File: src/rtl/led_seq_arb.sv
// ---------------------------------------------------------------------------
// led_seq_arb
//
// Shares one LED between four requesters. A winner is chosen from the
// request vector. The winner's 4-bit blink count is latched, and the LED
// blinks that many times. Each blink is HALF_PERIOD cycles on followed by
// HALF_PERIOD cycles off. After the last blink the LED stays off for
// GAP_CYCLES cycles. The block then returns to idle and pulses done.
//
// A latched count of 0 is a null sequence. Grant is held for one cycle, the
// LED stays off, no gap is inserted, and the block returns to idle with done.
//
// Arbitration is round-robin by default. The search starts at the requester
// after the last granted one, and the pointer resets to requester 0.
// Defining LED_SEQ_ARB_FIXED_PRIO_EN selects fixed priority instead
// (req[0] highest) and removes the pointer.
//
// Parameters:
//   HALF_PERIOD  cycles per LED on-phase and per off-phase (>= 1)
//   GAP_CYCLES   cycles of LED-off gap after the final blink (>= 1)
//
// Ports:
//   clk        in   single clock, rising edge
//   rst        in   synchronous active-low reset
//   req[3:0]   in   level requests, bit i = requester i
//   blink_cnt  in   [4i+3:4i] = blink count of requester i
//   led        out  shared LED drive, 1 = on
//   grant[3:0] out  one-hot owner of the running sequence, 0 when idle
//   busy       out  high whenever the FSM is not idle
//   done       out  one-cycle pulse when a sequence ends
//
// Request handshake: req is a level. It is sampled only while idle.
// Changes on req and blink_cnt are ignored while busy, and dropping req
// does not abort a running sequence.
// ---------------------------------------------------------------------------
module led_seq_arb #(
    parameter int HALF_PERIOD = 50_000_000,
    parameter int GAP_CYCLES  = 200_000_000
) (
    input  logic        clk,
    input  logic        rst,
    input  logic [3:0]  req,
    input  logic [15:0] blink_cnt,
    output logic        led,
    output logic [3:0]  grant,
    output logic        busy,
    output logic        done
);

    typedef enum logic [1:0] {
        S_IDLE = 2'd0,
        S_ON   = 2'd1,
        S_OFF  = 2'd2,
        S_GAP  = 2'd3
    } state_t;

    localparam logic [31:0] HP_LAST  = 32'(HALF_PERIOD - 1);
    localparam logic [31:0] GAP_LAST = 32'(GAP_CYCLES - 1);

    state_t      r_state;
    logic [31:0] r_phase;   // cycle count within the current phase
    logic [3:0]  r_blink;   // blinks remaining, including the current one

    logic        w_any;
    logic [1:0]  w_win;
    logic [3:0]  w_cnt;

    assign w_any = |req;

`ifdef LED_SEQ_ARB_FIXED_PRIO_EN
    // Scan from the lowest priority up, so the highest-priority hit wins last.
    always_comb begin
        w_win = 2'd0;
        for (int k = 3; k >= 0; k--) begin
            if (req[k]) w_win = 2'(k);
        end
    end
`else
    logic [1:0] r_ptr;   // first requester searched on the next arbitration
    logic [1:0] w_idx;

    // Scan the search order backwards, so the first hit after r_ptr wins.
    always_comb begin
        w_win = r_ptr;
        w_idx = 2'd0;
        for (int k = 3; k >= 0; k--) begin
            w_idx = r_ptr + 2'(k);
            if (req[w_idx]) w_win = w_idx;
        end
    end
`endif

    assign w_cnt = blink_cnt[{w_win, 2'b00} +: 4];

    always_ff @(posedge clk) begin
        if (!rst) begin
            r_state <= S_IDLE;
            r_phase <= '0;
            r_blink <= '0;
            led     <= 1'b0;
            grant   <= '0;
            busy    <= 1'b0;
            done    <= 1'b0;
`ifndef LED_SEQ_ARB_FIXED_PRIO_EN
            r_ptr   <= 2'd0;
`endif
        end else begin
            done <= 1'b0;
            case (r_state)
                S_IDLE: begin
                    if (w_any) begin
                        grant <= 4'(4'b0001 << w_win);
                        busy  <= 1'b1;
`ifndef LED_SEQ_ARB_FIXED_PRIO_EN
                        r_ptr <= w_win + 2'd1;
`endif
                        if (w_cnt == 4'd0) begin
                            // Null sequence: enter OFF at its last cycle with
                            // no blinks left, so it exits to idle next edge.
                            r_state <= S_OFF;
                            r_phase <= HP_LAST;
                            r_blink <= 4'd0;
                            led     <= 1'b0;
                        end else begin
                            r_state <= S_ON;
                            r_phase <= '0;
                            r_blink <= w_cnt;
                            led     <= 1'b1;
                        end
                    end
                end
                S_ON: begin
                    if (r_phase == HP_LAST) begin
                        r_state <= S_OFF;
                        r_phase <= '0;
                        led     <= 1'b0;
                    end else begin
                        r_phase <= r_phase + 32'd1;
                    end
                end
                S_OFF: begin
                    if (r_phase == HP_LAST) begin
                        r_phase <= '0;
                        if (r_blink == 4'd0) begin
                            r_state <= S_IDLE;
                            grant   <= '0;
                            busy    <= 1'b0;
                            done    <= 1'b1;
                        end else if (r_blink == 4'd1) begin
                            r_state <= S_GAP;
                            r_blink <= 4'd0;
                        end else begin
                            r_state <= S_ON;
                            r_blink <= r_blink - 4'd1;
                            led     <= 1'b1;
                        end
                    end else begin
                        r_phase <= r_phase + 32'd1;
                    end
                end
                S_GAP: begin
                    if (r_phase == GAP_LAST) begin
                        r_state <= S_IDLE;
                        r_phase <= '0;
                        grant   <= '0;
                        busy    <= 1'b0;
                        done    <= 1'b1;
                    end else begin
                        r_phase <= r_phase + 32'd1;
                    end
                end
                default: r_state <= S_IDLE;
            endcase
        end
    end

endmodule

File: config.mk
export PLATFORM = sky130hd
export DESIGN_NAME = led_seq_arb
export DESIGN_NICKNAME = d
export VERILOG_FILES = /design/src/rtl/led_seq_arb.sv
export SDC_FILE = /design/constraint.sdc
export NUM_CORES = 1
export LEC_CHECK = 0
export CORE_MARGIN = 4
export CORE_UTILIZATION = 45
export DETAILED_ROUTE_END_ITERATION = 10
export PLACE_DENSITY = 0.65
export SYNTH_ARGS = -nofsm -noshare
export SYNTH_HDL_FRONTEND = slang
export SYNTH_SLANG_ARGS = --single-unit
File: constraint.sdc
create_clock -name clk -period 3.1 [get_ports clk]
set_clock_uncertainty 0.2 [all_clocks]
set_input_delay 0.62 -clock clk [delete_from_list [all_inputs] [get_ports clk]]
set_output_delay 0.62 -clock clk [all_outputs]
set_load 0.05 [all_outputs]
# Word level (Yosys, flattened, before mapping)
# Index checks and enable logic that the tools add are counted.
[totals]
ff_bits = 47
in_bits = 22
output_inout_bits = 7
wordCells = 98
[op_classes]
addsub = 6
n_lt_le_gt_ge = 4
n_eq_ne = 13
n_shift = 2
n_mux = 52
reduce_logical = 13
[op_table]
columns = ["op", "count"]
rows = [
  ["32-bit 2-to-1 mux", 3],
  ["32-bit case mux with 3 select lines", 1],
  ["4-bit 2-to-1 mux", 9],
  ["32-bit by 1-bit adder with 32-bit output, second input constant", 1],
  ["32-bit by 26-bit equality test with 1-bit output, second input constant", 1],
  ["32-bit by 28-bit equality test with 1-bit output, second input constant", 1],
  ["26-bit 2-to-1 mux", 1],
  ["2-bit 2-to-1 mux", 11],
  ["1-bit 2-to-1 mux", 17],
  ["16-bit by 5-bit variable part select with 4-bit output", 1],
  ["2-bit != test, second input constant", 7],
  ["2-bit by 3-bit < comparator with 1-bit output, second input constant", 4],
  ["4-bit case mux with 3 select lines", 1],
  ["1-bit binary-select mux with 2-bit select", 4],
  ["4-bit logical NOT", 2],
  ["2-bit case mux with 4 select lines", 1],
  ["4-bit case mux with 2 select lines", 1],
  ["4-bit AND reduction", 2],
  ["1-bit case mux with 3 select lines", 2],
  ["6-bit AND reduction", 1],
  ["3-bit nonzero test", 2],
  ["5-bit AND reduction", 1],
  ["2-bit by 1-bit adder with 2-bit output, second input constant", 2],
  ["2-bit adder, second input constant", 2],
  ["other kinds (11)", 12],
]

# Logic depth before layout (Yosys ltp)
[logic_depth]
ltp_word = 12
mapped_depth = 10
ltp_nobuf = 8

# Worst setup path after synthesis
# No wires, ideal clock.
[synth_timing]
path_kind = "input port to flip-flop"
start = "in req[3]"
end = "reg r_phase[2]"
setup_ns = 0.101
t_arrival_ns = 2.272
setup_slack_ns = 0.527
cell_stages = 10
n_path_buf = 3
path_cell_list = "buf_2 -> nor2b_1 -> a2111o_1 -> buf_2 -> nand3_1 -> nand3_1 -> a22oi_2 -> nand4_2 -> buf_2 -> o41ai_1"
[synth_between]
elab_chain_len = 11
elab_cells_between_ends = 19
cone_classes = "eq/ne: 1; shift: 1; mux: 15; reduce/logical: 2"
[synth_lines]
columns = ["item", "line_no", "text"]
rows = [
  ["start: declaration", "42", "input logic [3:0] req,"],
  ["1-bit binary-select mux with 2-bit select", "88", "if (req[w_idx]) w_win = w_idx;"],
  ["1-bit 2-to-1 mux (not written as such)", "88", ""],
  ["2-bit 2-to-1 mux (4 in a row)", "88", ""],
  ["16-bit by 5-bit variable part select with 4-bit output", "93", "assign w_cnt = blink_cnt[{w_win, 2'b00} +: 4];"],
  ["4-bit logical NOT", "117", "if (w_cnt == 4'd0) begin"],
  ["26-bit 2-to-1 mux", "117", ""],
  ["32-bit 2-to-1 mux", "111", "if (w_any) begin"],
  ["32-bit case mux with 3 select lines", "109", "case (r_state)"],
  ["end signal: assignment", "138", "r_phase <= r_phase + 32'd1;"],
  ["end signal: assignment", "158", "r_phase <= r_phase + 32'd1;"],
  ["end signal: assignment", "169", "r_phase <= r_phase + 32'd1;"],
  ["end: declaration", "61", "logic [31:0] r_phase;"],
]
# Parallel ways exist; a longest one is shown, timed or not. The select of a mux whose other input is x is not followed.
# A chain may end at the register's enable or synchronous reset.

# Worst setup path in the final report
[layout_timing]
start = "reg r_phase[0]"
end = "reg r_phase[13]"
[layout_between]
elab_chain_len = 3
elab_cells_between_ends = 6
cone_classes = "add/sub: 1; eq/ne: 2; mux: 3"
[layout_lines]
columns = ["item", "line_no"]
rows = [
  ["32-bit by 1-bit adder with 32-bit output (tied with other cells)", "138, 158, 169"],
  ["32-bit 2-to-1 mux, on equally long branches", "162, 133, 142"],
  ["32-bit case mux with 3 select lines *", "109"],
]
# Mark *: on every way between the ends. The rest lies on a longest branch, timed or not.

==> results.txt <==
The number of slew-limit violations in the final report is 0. The count of antenna-violating nets left after detailed routing came out at 0. The number of instances resized during post-cts repair came out at 0. The global-route usage over all layers is approximately 20%. Global routing finished with a remaining overflow of 0. The average routed wire per standard cell is 16.4 µm. The largest buffer count on any clock path came out at 2. The number of nets in the finished design is roughly 460. The critical path launch point type is a flip-flop.

The number of enable-type register cells in the synthesized netlist is 0. By count the netlist is led by sky130_fd_sc_hd__dfxtp_1, sky130_fd_sc_hd__nand3_1, sky130_fd_sc_hd__nand2_1. The count of vias placed by the detailed router came out at roughly 3100. On the critical path, the stage with the largest delay is an instance of sky130_fd_sc_hd__o41a_4.

After filler insertion, the fill cell instance count of the layout stands at between 600 and 700. The H-tree depth reported by CTS is 2. The number of clock sinks is 47. The total negative setup slack is 0 ps. The vias per cell came out at 6.26.

In this run the worst setup path begins at r_phase[0]. The number of distinct library cells after synthesis is 63. For this design the static power due to leakage is between 1 and 1.5 nW. Yosys printed 0 warnings. sky130_fd_sc_hd__dfxtp_1 is the most common cell in the netlist. The worst-path maximum fanout is 10. The worst hold path belongs to the class reg -> reg. Entering global routing, the biggest net connects 22 pins. The final number of setup-violating endpoints came out at 0.

The critical path class is reg -> reg. The area share of the leading cell type in the synthesized netlist is 31.0%. The data required time of the worst path is between 3000 and 4000 ps. The count of antenna diodes in the layout came out at 0. The hold path startpoint is r_phase[31]. The data arrival at the endpoint of the critical path is 2820 ps. For the pin with the worst max-slew slack, the measured transition is around 710 ps. The die is between 90 and 100 µm wide. The capture point of the worst path is r_phase[13]. The count of final hold-check violations was 0.

The netlist area before placement is about 3000 µm². Setup repair after global routing left no endpoint under its margin. Synthesis handed over a netlist of 394 instances. For this design the top-level I/O count stands at 29. The number of buffers created by CTS is 5.

The tool flagged a number of max-cap violations equal to 0. The CTS tree is done. The worst relative slew slack came out at a little over half. Compared with the post-synthesis result, the final layout area differs by 16.3%. At the end of routability-driven placement, the weighted congestion stood at approximately 0.87. Setup slack on the worst reg-to-reg path comes out at 260 ps. The final total power is between 2 and 2.5 mW.

Input and output buffers added on the ports amount to 28. The fraction of the core area covered by cells at the end of the flow came out at a little over half. The hold buffer count at CTS came out at 0.

Walking the worst path, the cells encountered are ha_1 -> nand3_2 -> or3_4 -> o41a_4 -> o21ai_2 -> o21ai_1 -> a31oi_1 -> nand2_1. Counting flops with an async set or reset pin after synthesis yields a share of 0%. For the finished layout, the period the worst path requires is 2840 ps. The placed wire-length estimate came out at approximately 6100 µm. Static timing analysis puts the maximum clock frequency at between 300 and 400 MHz. STA classifies the critical path endpoint as a flip-flop. The count of buffer and inverter cells on the critical path came out at 0. The number of iterations in the first detailed-routing pass came out at 5. The wire length reported by the detailed router came out at between 8000 and 9000 µm. In this run the standard cell core region covers between 6000 and 7000 µm².

The fraction of the yosys area taken by sequential cells came out at 31.0%. The number of design rule violations left after detail routing is 0. The predominant post-synthesis flop cell is sky130_fd_sc_hd__dfxtp_1. The post-synth net total came out at about 430. At the later pin of the worst-skew pair, clock insertion delay measures a little under 300 ps. Across the VDD grid, the largest voltage drop is between 0.3 and 0.4 mV. The count of standard-cell rows is 29.

The vertical die dimension came out at between 90 and 100 µm. The die footprint came out at 8130 µm². Summed over all instances, the cell type with the most area after synthesis is sky130_fd_sc_hd__dfxtp_1. By area the synthesized netlist is led by sky130_fd_sc_hd__dfxtp_1, sky130_fd_sc_hd__nand3_1, sky130_fd_sc_hd__ha_1, sky130_fd_sc_hd__nand2_1, sky130_fd_sc_hd__o21ai_0. The global-route wire length before repair is around 14000 µm. Counting cells, the worst reg-to-reg path comes to 8. After synthesis the netlist holds a flip-flop and latch count of 47.

The first-iteration detailed-routing DRC count came out at 259. The startpoint identified for the worst register-to-register timing path is r_phase[0]. In this design, the stage delay of the slowest critical-path cell is roughly 560 ps. The synthesized area per cell is 7.71 µm².

Clock-pin slew was measured on the worst setup and hold paths at 90 ps. The cell at the root of the clock tree is sky130_fd_sc_hd__clkbuf_8. The effective utilization at floorplan came out at between 40% and 50%. The run finished with clean final reports. In this run the critical register-to-register path is captured at r_phase[13]. Dividing total power by cell area gives a power density of roughly 650 nW/µm².

The critical path runs through a total of 8 cells. The share of layout cells above drive strength 1 came out at 8.49%. The number of antenna violations at the first check in global routing is 0. Broken down by cell family, the worst path's largest delay share belongs to compound AO/OA/AOI/OAI gates. The via count of the first global-routing pass is between 2000 and 3000. The fraction of the cycle the final worst path needs came out at just over 90%. The post-CTS setup repair buffer count is 0.
[routing by layer]
metal / global-route usage, % / routed length (µm) / vias to the layer above
met4: 4.97 / 57 / 0
met1: 30.3 / 4080 / 1494
met2: 29.9 / 3600 / 98
met3: 4.17 / 474 / 7
li1: - / - / 1539
met5: 0 / 0 / -
[sequential cells by signal, indices dropped and copies added (netlist names)]
signal	count
done	1
busy	1
r_blink	4
r_ptr	2
r_state	2
r_phase	32
grant	4
led	1
[worst min-delay path by stage]
stage	cells after the start	slack (ps)	to
global route	1	320	r_phase[31]
global placement	2	270	busy
floorplan	1	240	r_phase[31]
detailed placement	1	270	r_phase[31]
CTS	1	290	r_phase[31]
finish	1	280	r_phase[31]
[placed cells by master, fill, tap and decap left out, types with 6 or more instances in the layout]
master and count:
sky130_fd_sc_hd__nand2_1 36, sky130_fd_sc_hd__nor2b_1 6, sky130_fd_sc_hd__clkbuf_8 6, sky130_fd_sc_hd__dfxtp_1 47
sky130_fd_sc_hd__nor2_1 27, sky130_fd_sc_hd__ha_1 11, sky130_fd_sc_hd__o21ai_1 20, sky130_fd_sc_hd__a21oi_1 21
sky130_fd_sc_hd__a31oi_1 6, sky130_fd_sc_hd__nor4_1 6, sky130_fd_sc_hd__clkdlybuf4s50_1 28, sky130_fd_sc_hd__nand4_1 10
sky130_fd_sc_hd__buf_4 12, sky130_fd_sc_hd__nand3_1 37, sky130_fd_sc_hd__o21ai_0 24, sky130_fd_sc_hd__nor3_1 15
sky130_fd_sc_hd__inv_1 15, sky130_fd_sc_hd__o31ai_1 8, sky130_fd_sc_hd__o211ai_1 6
[cell families (layout without fill, tap and decap cells)]
group | after synthesis | in the layout | synth area share [%]
flops | 47 | 47 | 31.0
fa+ha+maj | 11 | 11 | 4.53
mux | 2 | 2 | 0.659
xor+xnor | 5 | 5 | 1.44
simple gates | 170 | 170 | 29.5
compound gates | 124 | 124 | 27.7
buf+inv | 35 | 65 | 5.23
[where the power goes]
group,internal [mW],total [mW],switching [mW]
clock,0.175,0.376,0.200
combinational,0.419,1.11,0.686
sequential,0.708,0.821,0.113
total,1.30,2.30,1.00
[metrics by stage]
step / worst slack, ps / cell area (µm²) / hold WS (ps) / std cells
finish: 264 / 3530 / 282 / 501
global route: 133 / 3530 / 322 / 501
CTS: 299 / 3530 / 290 / 501
detailed placement: 24.2 / 3440 / 270 / 494
global placement: 90.1 / 3440 / 266 / 494
floorplan: 527 / 3040 / 237 / 394
[worst reg2reg max path, cell delays in order, from the launching register on]
cell                      delay (ps)
sky130_fd_sc_hd__dfxtp_1         400
sky130_fd_sc_hd__ha_1            260
sky130_fd_sc_hd__nand3_2         100
sky130_fd_sc_hd__or3_4           370
sky130_fd_sc_hd__o41a_4          560
sky130_fd_sc_hd__o21ai_2         430
sky130_fd_sc_hd__o21ai_1         130
sky130_fd_sc_hd__a31oi_1         200
sky130_fd_sc_hd__nand2_1          70
[layout make-up]
| cell class | count | area (µm²) | area share, % |
|---|---|---|---|
| multi-input cells | 312 | 1940 | 54.8 |
| clock buffers | 6 | 82.6 | 2.34 |
| well taps | 77 | 96.3 | 2.73 |
| inverters | 16 | 60.1 | 1.70 |
| flip-flops and latches | 47 | 941 | 26.6 |
| clock inverters | 1 | 5.00 | 0.142 |
| repair buffers | 42 | 410 | 11.6 |
Power figures use the tool's default switching activity.
